File: src/rtl/cnn_layer_accel_job_dispatcher_if.sv
// Handshake bundle between the CNN layer job dispatcher, its compute quads and
// the shared fetch engine. "master" is the dispatcher side, "slave" the environment.
interface cnn_layer_accel_job_dispatcher_if #(
    parameter int NUM_QUADS = 4,
    parameter int PARAM_W   = 128,
    parameter int QID_W     = (NUM_QUADS > 1) ? $clog2(NUM_QUADS) : 1
);
    logic                         job_in_valid;
    logic                         job_in_ready;
    logic [PARAM_W-1:0]           job_in_data;
    logic [NUM_QUADS-1:0]         job_start;
    logic [NUM_QUADS-1:0]         job_accept;
    logic [NUM_QUADS*PARAM_W-1:0] job_parameters;
    logic [NUM_QUADS-1:0]         job_fetch_request;
    logic [NUM_QUADS-1:0]         job_fetch_ack;
    logic [NUM_QUADS-1:0]         job_fetch_complete;
    logic [NUM_QUADS-1:0]         job_complete;
    logic [NUM_QUADS-1:0]         job_complete_ack;
    logic                         fetch_req_valid;
    logic [QID_W-1:0]             fetch_req_quad;
    logic                         fetch_done;
    logic                         busy;
    logic [31:0]                  jobs_done_count;

    modport master (
        input  job_in_valid, job_in_data, job_accept, job_fetch_request,
               job_complete, fetch_done,
        output job_in_ready, job_start, job_parameters, job_fetch_ack,
               job_fetch_complete, job_complete_ack, fetch_req_valid,
               fetch_req_quad, busy, jobs_done_count
    );

    modport slave (
        output job_in_valid, job_in_data, job_accept, job_fetch_request,
               job_complete, fetch_done,
        input  job_in_ready, job_start, job_parameters, job_fetch_ack,
               job_fetch_complete, job_complete_ack, fetch_req_valid,
               fetch_req_quad, busy, jobs_done_count
    );
endinterface

File: src/rtl/cnn_layer_accel_job_dispatcher.sv
// Dispatches layer jobs round-robin onto NUM_QUADS compute quads and arbitrates
// a single shared fetch channel between them.
//   state   | meaning
//   S_IDLE  | quad free, may receive a job
//   S_START | job latched, job_start high until the quad accepts
//   S_RUN   | quad computing; may request a fetch or report completion
//   S_FETCH | quad owns the fetch channel until fetch_done
//   S_ACK   | completion acknowledged; quad is free from the next cycle
module cnn_layer_accel_job_dispatcher #(
    parameter int NUM_QUADS = 4,
    parameter int PARAM_W   = 128,
    parameter int QID_W     = (NUM_QUADS > 1) ? $clog2(NUM_QUADS) : 1
) (
    input logic clk,
    input logic rst,
    cnn_layer_accel_job_dispatcher_if.master bus
);
    typedef enum logic [2:0] {
        S_IDLE,
        S_START,
        S_RUN,
        S_FETCH,
        S_ACK
    } quad_state_e;

    quad_state_e                  state_q [NUM_QUADS];
    logic                         rst_sync_q;
    logic [QID_W-1:0]             disp_ptr_q;
    logic [QID_W-1:0]             fetch_ptr_q;
    logic [QID_W-1:0]             fetch_quad_q;
    logic                         fetch_valid_q;
    logic [NUM_QUADS-1:0]         job_start_q;
    logic [NUM_QUADS-1:0]         fetch_ack_q;
    logic [NUM_QUADS-1:0]         fetch_cmpl_q;
    logic [NUM_QUADS-1:0]         cmpl_ack_q;
    logic [NUM_QUADS*PARAM_W-1:0] params_q;
    logic [31:0]                  count_q;
    logic [31:0]                  count_d;

    logic [NUM_QUADS-1:0]         idle_vec;
    logic [NUM_QUADS-1:0]         retire_vec;
    logic [NUM_QUADS-1:0]         grant_cand;
    logic                         disp_hit;
    logic                         grant_hit;
    logic                         disp_fire;
    logic [QID_W-1:0]             disp_idx;
    logic [QID_W-1:0]             grant_idx;
    logic [QID_W-1:0]             disp_ptr_d;
    logic [QID_W-1:0]             fetch_ptr_d;

    // Assertion is immediate; release reaches the core one clock after rst rises.
    always_ff @(posedge clk or negedge rst) begin
        if (!rst) rst_sync_q <= 1'b0;
        else      rst_sync_q <= 1'b1;
    end

    always_comb begin
        idle_vec   = '0;
        retire_vec = '0;
        grant_cand = '0;
        for (int q = 0; q < NUM_QUADS; q++) begin
            idle_vec[q]   = (state_q[q] == S_IDLE);
            retire_vec[q] = (state_q[q] == S_RUN) && bus.job_complete[q];
            // completion beats a simultaneous fetch request
            grant_cand[q] = (state_q[q] == S_RUN) && bus.job_fetch_request[q]
                            && !bus.job_complete[q];
        end
    end

    always_comb begin
        int               k;
        logic [QID_W-1:0] kq;
        k           = 0;
        kq          = '0;
        disp_hit    = 1'b0;
        disp_idx    = '0;
        disp_ptr_d  = disp_ptr_q;
        grant_hit   = 1'b0;
        grant_idx   = '0;
        fetch_ptr_d = fetch_ptr_q;
        for (int i = 0; i < NUM_QUADS; i++) begin
            k  = (int'(disp_ptr_q) + i) % NUM_QUADS;
            kq = QID_W'(k);
            if (!disp_hit && idle_vec[kq]) begin
                disp_hit   = 1'b1;
                disp_idx   = kq;
                disp_ptr_d = QID_W'((k + 1) % NUM_QUADS);
            end
        end
        for (int i = 0; i < NUM_QUADS; i++) begin
            k  = (int'(fetch_ptr_q) + i) % NUM_QUADS;
            kq = QID_W'(k);
            if (!fetch_valid_q && !grant_hit && grant_cand[kq]) begin
                grant_hit   = 1'b1;
                grant_idx   = kq;
                fetch_ptr_d = QID_W'((k + 1) % NUM_QUADS);
            end
        end
    end

    assign disp_fire = bus.job_in_valid && bus.job_in_ready && disp_hit;
    assign count_d   = count_q + 32'($countones(retire_vec));

    always_ff @(posedge clk or negedge rst_sync_q) begin
        if (!rst_sync_q) begin
            for (int q = 0; q < NUM_QUADS; q++) state_q[q] <= S_IDLE;
            disp_ptr_q    <= '0;
            fetch_ptr_q   <= '0;
            fetch_quad_q  <= '0;
            fetch_valid_q <= 1'b0;
            job_start_q   <= '0;
            fetch_ack_q   <= '0;
            fetch_cmpl_q  <= '0;
            cmpl_ack_q    <= '0;
            params_q      <= '0;
            count_q       <= '0;
        end else begin
            fetch_ack_q  <= '0;
            fetch_cmpl_q <= '0;
            cmpl_ack_q   <= '0;
            count_q      <= count_d;
            if (disp_fire) disp_ptr_q <= disp_ptr_d;
            if (grant_hit) begin
                fetch_ptr_q   <= fetch_ptr_d;
                fetch_valid_q <= 1'b1;
                fetch_quad_q  <= grant_idx;
            end else if (fetch_valid_q && bus.fetch_done) begin
                fetch_valid_q <= 1'b0;
            end
            for (int q = 0; q < NUM_QUADS; q++) begin
                case (state_q[q])
                    S_IDLE: begin
                        if (disp_fire && disp_idx == QID_W'(q)) begin
                            params_q[q*PARAM_W +: PARAM_W] <= bus.job_in_data;
                            job_start_q[q] <= 1'b1;
                            state_q[q]     <= S_START;
                        end
                    end
                    S_START: begin
                        if (bus.job_accept[q]) begin
                            job_start_q[q] <= 1'b0;
                            state_q[q]     <= S_RUN;
                        end
                    end
                    S_RUN: begin
                        if (bus.job_complete[q]) begin
                            cmpl_ack_q[q] <= 1'b1;
                            state_q[q]    <= S_ACK;
                        end else if (grant_hit && grant_idx == QID_W'(q)) begin
                            fetch_ack_q[q] <= 1'b1;
                            state_q[q]     <= S_FETCH;
                        end
                    end
                    S_FETCH: begin
                        if (fetch_valid_q && bus.fetch_done) begin
                            fetch_cmpl_q[q] <= 1'b1;
                            state_q[q]      <= S_RUN;
                        end
                    end
                    S_ACK:   state_q[q] <= S_IDLE;
                    default: state_q[q] <= S_IDLE;
                endcase
            end
        end
    end

    assign bus.job_in_ready       = rst_sync_q && (|idle_vec);
    assign bus.busy               = ~(&idle_vec);
    assign bus.job_start          = job_start_q;
    assign bus.job_parameters     = params_q;
    assign bus.job_fetch_ack      = fetch_ack_q;
    assign bus.job_fetch_complete = fetch_cmpl_q;
    assign bus.job_complete_ack   = cmpl_ack_q;
    assign bus.fetch_req_valid    = fetch_valid_q;
    assign bus.fetch_req_quad     = fetch_quad_q;
    assign bus.jobs_done_count    = count_q;
endmodule

File: src/flat_wrapper.sv
// flat-port wrapper written by rule: the top's interface ports become plain ports
module cnn_layer_accel_job_dispatcher_flat 
#(
    parameter int NUM_QUADS = 4,
    parameter int PARAM_W   = 128,
    parameter int QID_W     = (NUM_QUADS > 1) ? $clog2(NUM_QUADS) : 1
)
  (clk, rst, bus_job_in_valid, bus_job_in_data, bus_job_accept, bus_job_fetch_request, bus_job_complete, bus_fetch_done, bus_job_in_ready, bus_job_start, bus_job_parameters, bus_job_fetch_ack, bus_job_fetch_complete, bus_job_complete_ack, bus_fetch_req_valid, bus_fetch_req_quad, bus_busy, bus_jobs_done_count);
  cnn_layer_accel_job_dispatcher_if #(.NUM_QUADS(NUM_QUADS), .PARAM_W(PARAM_W), .QID_W(QID_W)) bus_i ();
  input logic clk;
  input logic rst;
  input wire logic [$bits(bus_i.job_in_valid)-1:0] bus_job_in_valid;
  input wire logic [$bits(bus_i.job_in_data)-1:0] bus_job_in_data;
  input wire logic [$bits(bus_i.job_accept)-1:0] bus_job_accept;
  input wire logic [$bits(bus_i.job_fetch_request)-1:0] bus_job_fetch_request;
  input wire logic [$bits(bus_i.job_complete)-1:0] bus_job_complete;
  input wire logic [$bits(bus_i.fetch_done)-1:0] bus_fetch_done;
  output wire logic [$bits(bus_i.job_in_ready)-1:0] bus_job_in_ready;
  output wire logic [$bits(bus_i.job_start)-1:0] bus_job_start;
  output wire logic [$bits(bus_i.job_parameters)-1:0] bus_job_parameters;
  output wire logic [$bits(bus_i.job_fetch_ack)-1:0] bus_job_fetch_ack;
  output wire logic [$bits(bus_i.job_fetch_complete)-1:0] bus_job_fetch_complete;
  output wire logic [$bits(bus_i.job_complete_ack)-1:0] bus_job_complete_ack;
  output wire logic [$bits(bus_i.fetch_req_valid)-1:0] bus_fetch_req_valid;
  output wire logic [$bits(bus_i.fetch_req_quad)-1:0] bus_fetch_req_quad;
  output wire logic [$bits(bus_i.busy)-1:0] bus_busy;
  output wire logic [$bits(bus_i.jobs_done_count)-1:0] bus_jobs_done_count;
  assign bus_i.job_in_valid = bus_job_in_valid;
  assign bus_i.job_in_data = bus_job_in_data;
  assign bus_i.job_accept = bus_job_accept;
  assign bus_i.job_fetch_request = bus_job_fetch_request;
  assign bus_i.job_complete = bus_job_complete;
  assign bus_i.fetch_done = bus_fetch_done;
  assign bus_job_in_ready = bus_i.job_in_ready;
  assign bus_job_start = bus_i.job_start;
  assign bus_job_parameters = bus_i.job_parameters;
  assign bus_job_fetch_ack = bus_i.job_fetch_ack;
  assign bus_job_fetch_complete = bus_i.job_fetch_complete;
  assign bus_job_complete_ack = bus_i.job_complete_ack;
  assign bus_fetch_req_valid = bus_i.fetch_req_valid;
  assign bus_fetch_req_quad = bus_i.fetch_req_quad;
  assign bus_busy = bus_i.busy;
  assign bus_jobs_done_count = bus_i.jobs_done_count;
  cnn_layer_accel_job_dispatcher #(.NUM_QUADS(NUM_QUADS), .PARAM_W(PARAM_W), .QID_W(QID_W)) u_core (.clk(clk), .rst(rst), .bus(bus_i));
endmodule
File: config.mk
export PLATFORM = sky130hd
export DESIGN_NAME = cnn_layer_accel_job_dispatcher_flat
export DESIGN_NICKNAME = d
export VERILOG_FILES = /design/src/rtl/cnn_layer_accel_job_dispatcher_if.sv /design/src/rtl/cnn_layer_accel_job_dispatcher.sv /design/src/flat_wrapper.sv
export SDC_FILE = /design/constraint.sdc
export NUM_CORES = 1
export LEC_CHECK = 0
export ABC_CLOCK_PERIOD_IN_PS = 29400
export BUFFER_PORTS_ARGS = -buffer_cell sky130_fd_sc_hd__buf_2
export CAP_MARGIN = 20
export CORE_AREA = 2 2 272 274
export CTS_CLUSTER_DIAMETER = 30
export DETAILED_ROUTE_END_ITERATION = 10
export DIE_AREA = 0 0 274 276
export GPL_TIMING_DRIVEN = 0
export PLACE_DENSITY = 0.63
export REMOVE_ABC_BUFFERS = 1
export SLEW_MARGIN = 20
export SYNTH_ARGS = -nofsm -noshare
export SYNTH_HDL_FRONTEND = slang
export SYNTH_SLANG_ARGS = --single-unit
File: constraint.sdc
create_clock -name clk -period 29.4 [get_ports clk]
set_clock_uncertainty 0.2 [all_clocks]
set_input_delay 5.88 -clock clk [delete_from_list [all_inputs] [get_ports clk]]
set_output_delay 5.88 -clock clk [all_outputs]
set_load 0.03 [all_outputs]
==> flow_summary_export.csv <==
group,metric,value,unit
critical_path,critical_path.max_fanout,57,
place,dpl_cell_area,27700,um^2
sta,setup_repair_after_global_routing_missed_its_margin,"false",
sta,period_share,29.2,%
sta,totalNegativeSetupSlack,0,ns
drt,vias_per_cell,4.65,
synthesis,syn-mean-instance-area,15.9,um^2
power,leakagePower,15.5,nW
die,die-height,276,um
die,placeableCoreArea,72600,um^2
critical_path,crit_arrival,2.52,ns
power,pwr-share-comb,40.5,%
global_route,number_of_global_route_vias_before_repair,17100,
synthesis,yosys.area.top_type_share,63.8,%
place,place_congestion,0.837,
power,clock_power_share,31.0,%
synthesis,synth.cell_area,22800,um^2
finish,regArea,14500,um^2
sta,finalWorstPathRequiredPeriod,8.60,ns
global_route,first_pass_grt_wire_length,103,mm
clocking,post-cts-setup-buffer-count,0,
drt,route.vias.total,15300,
synthesis,dominant_combinational_cell_family_by_area_after_synthesis,"multiplexers",
clocking,ctsLongestPathBuffers,3,
drt,drt_first_iter_violations,664,
critical_path,end_kind,"output port",
synthesis,postSynthRegisterBits,580,
power,swShare,40.3,%
critical_path,timing.critical_path.required,23.32,ns
synthesis,adder_cell_fraction_of_synth_area,0.484,%
clocking,cts-root-buf,"sky130_fd_sc_hd__clkbuf_16",
finish,final_cell_mix,"sky130_fd_sc_hd__buf_2 (708), sky130_fd_sc_hd__dfrtp_1 (579), sky130_fd_sc_hd__mux2_2 (395), sky130_fd_sc_hd__clkbuf_16 (135), sky130_fd_sc_hd__mux2_1 (88)",
run,drv_cap,0,
power,power.density_cell_area,151,nW/um^2
place,place_hpwl,47.6,mm
sta,timing.fmax,116,MHz
drt,ant_nets,0,
finish,fraction_of_final_layout_cells_with_drive_strength_greater_than_1,60.3,%
synthesis,synth_sequential_area_ratio,63.8,%
global_route,track_usage,17.5,%
sta,relSlewSlack,47.6,%
sta,worst_slack,20.80,ns
global_route,grt_antenna_before_repair,2,
power,power,4.90,mW
synthesis,synth_cells,1428,
drt,routed_wirelength,66.4,mm
die,die_area,75600,um^2
finish,synthToLayoutAreaGrowth,42.2,%
clocking,cts.sink_count,580,
synthesis,synth_compound_area_share,2.09,%
synthesis,netlist_top_cells_area,"sky130_fd_sc_hd__dfrtp_1 (64%), sky130_fd_sc_hd__mux2_2 (20%), sky130_fd_sc_hd__mux2_1 (4.4%), sky130_fd_sc_hd__mux2_4 (1.9%), sky130_fd_sc_hd__buf_6 (1.3%)",
synthesis,synthFlopType,"sky130_fd_sc_hd__dfrtp_1",
global_route,grt_start_max_net_pins,60,
clocking,insertion_delay,0.68,ns
outcome,run_status,"complete, no violations",
power,vdd_ir_drop_max,77.6,uV
finish,fin_nets,2385,
die,die_width,274,um
drt,dr.pass1.iters,5,
sta,final-setup-viol-count,0,
sta,finalMaxSlewViolations,0,
sta,finalHoldViolations,0,
clocking,ctsHtreeMaxLevel,4,
clocking,cts_resized,0,
clocking,worst_setup_hold_path_clk_slew,0.05,ns
finish,final_common_cell,"sky130_fd_sc_hd__buf_2",
clocking,cts_hold_repair.buffers,0,
power,cell_internal_pwr,2.93,mW
synthesis,asyncSetResetFlopFracSynth,100,%
synthesis,synth.mux.area_fraction,25.9,%
global_route,grt-ovfl-total,0,
finish,multi_input_comb_area,7650,um^2
hold_path,worstHoldPathType,"reg2async",
drt,drc,0,
finish,finish.utilization,44.6,%
critical_path,setup.worst_path.class,"reg2out",
synthesis,synth_largest_area_cell,"sky130_fd_sc_hd__dfrtp_1",
finish,n_fill_cell,6474,
synthesis,number_of_enable_type_register_cells_in_the_synthesized_netlist,0,
power,seq_power_share,28.5,%
sta,worstMarginPinSlew,0.775,ns
synthesis,yosysWarningCount,0,
place,io_buffers,708,
clocking,tritoncts,"built",
die,floorplan.initialDensity,31.4,%
place,pre_cts_ws,20.23,ns
critical_path,start_kind,"flip-flop",
clocking,cts-buffers-inserted,134,
synthesis,yosys.area_share.xor_xnor,1.15,%
finish,final_design_area_no_fill,32400,um^2
synthesis,ys_types,73,
synthesis,synth-simple-area-share,3.84,%
die,io_pins,709,
drt,routed_wire_length_per_instance,20.1,um
power,p_switching,1.98,mW
die,rows,99,
## worst max-delay path: stages (launching register included)
cell                      delay [ns]
sky130_fd_sc_hd__dfrtp_4        0.74
sky130_fd_sc_hd__buf_16         0.29
sky130_fd_sc_hd__buf_16         0.30
sky130_fd_sc_hd__o31a_1         0.20
sky130_fd_sc_hd__buf_2          0.22
## power by group through the flow
stage	Sequential (mW)	Combinational (mW)	Clock (mW)
global placement	1.40	1.97	0
CTS	1.40	2.01	1.55
global route	1.45	2.08	1.60
detailed placement	1.40	2.00	0
floorplan	2.13	0.608	0
finish	1.40	1.99	1.52
## cell type report
cell class / count / area share [%]
flip-flops and latches: 580 / 44.8
inverters: 18 / 0.209
multi-input cells: 765 / 23.6
diodes: 1 / 0.00773
clock inverters: 69 / 3.05
repair buffers: 735 / 13.1
well taps: 959 / 3.71
clock buffers: 171 / 11.5
## metrics by stage
| step | hold WS [ns] | std cells |
|---|---|---|
| after global placement | 0.256 | 3030 |
| after floorplan | 0.260 | 1363 |
| final | 0.0896 | 3298 |
| after CTS | 0.0944 | 3297 |
| after global routing | 0.115 | 3298 |
| after detailed placement | 0.104 | 3057 |
## registers in the layout (all words and copies together) (netlist names), 4 cells and up
| register | flops |
|---|---|
| u_core.bus.job_fetch_ack | 4 |
| u_core.bus.job_complete_ack | 4 |
| u_core.bus.job_parameters | 512 |
| u_core.state_q | 12 |
| u_core.bus.jobs_done_count | 32 |
| u_core.bus.job_fetch_complete | 4 |
| u_core.bus.job_start | 4 |
## cell families (layout without fill, tap and decap cells)
family / Yosys count / in the layout
compound gates: 59 / 59
xor+xnor: 30 / 30
fa+ha+maj: 7 / 7
buf+inv: 83 / 993
flops: 580 / 580
mux: 514 / 514
other cells: 1 / 2
simple gates: 154 / 154
## synth_stat cells (2+ instances only)
cell / n
sky130_fd_sc_hd__ha_1: 4
sky130_fd_sc_hd__o21bai_1: 2
sky130_fd_sc_hd__buf_8: 3
sky130_fd_sc_hd__xnor2_1: 18
sky130_fd_sc_hd__o21a_1: 2
sky130_fd_sc_hd__o21ai_0: 11
sky130_fd_sc_hd__nand2b_1: 13
sky130_fd_sc_hd__nand3_1: 19
sky130_fd_sc_hd__a32oi_1: 2
sky130_fd_sc_hd__mux2_4: 29
sky130_fd_sc_hd__a221o_1: 2
sky130_fd_sc_hd__buf_4: 11
sky130_fd_sc_hd__fa_1: 3
sky130_fd_sc_hd__buf_2: 18
sky130_fd_sc_hd__or3_1: 6
sky130_fd_sc_hd__nor4b_1: 2
sky130_fd_sc_hd__nor2_1: 35
sky130_fd_sc_hd__xor2_1: 12
sky130_fd_sc_hd__o22ai_1: 2
sky130_fd_sc_hd__nor3_2: 2
sky130_fd_sc_hd__and3_1: 4
sky130_fd_sc_hd__a31oi_1: 4
sky130_fd_sc_hd__nand2_1: 23
sky130_fd_sc_hd__nor2b_1: 6
sky130_fd_sc_hd__mux2i_1: 2
sky130_fd_sc_hd__dfrtp_1: 580
sky130_fd_sc_hd__clkbuf_1: 4
sky130_fd_sc_hd__a311oi_1: 2
sky130_fd_sc_hd__nor3_4: 2
sky130_fd_sc_hd__buf_6: 27
sky130_fd_sc_hd__and2_1: 4
sky130_fd_sc_hd__nand4_1: 8
sky130_fd_sc_hd__nor3_1: 14
sky130_fd_sc_hd__mux2_1: 88
sky130_fd_sc_hd__nor4_1: 2
sky130_fd_sc_hd__mux2_2: 395
sky130_fd_sc_hd__nor4b_4: 2
sky130_fd_sc_hd__a21o_1: 3
sky130_fd_sc_hd__inv_1: 18
sky130_fd_sc_hd__a21oi_1: 11
## worst paths after layout
| check | slack (ns) | startpoint | cells past startpoint | endpoint |
|---|---|---|---|---|
| worst max-delay path | 20.80 | u_core.rst_sync_q | 4 | bus_job_in_ready |
| worst max register to register | 25.48 | u_core.rst_sync_q | 8 | u_core.bus.job_parameters[390] |
| min in group clk | 0.26 | u_core.bus.jobs_done_count[31] | 1 | u_core.bus.jobs_done_count[31] |
| max in group asynchronous | 24.13 | rst | 1 | u_core.rst_sync_q |
| worst min-delay path | 0.09 | u_core.rst_sync_q | 0 | u_core.bus.job_parameters[356] |
| worst min register to register | 0.09 | u_core.rst_sync_q | 0 | u_core.bus.job_parameters[356] |
## layer usage
metal | vias to the layer above | global-route usage, % | routed length, um
met5 | - | 0 | 16
met4 | 2 | 8.63 | 2700
met3 | 153 | 5.46 | 4450
met2 | 547 | 30.3 | 34000
met1 | 7894 | 19.3 | 25300
li1 | 6748 | - | -
Power figures use the tool's default switching activity.
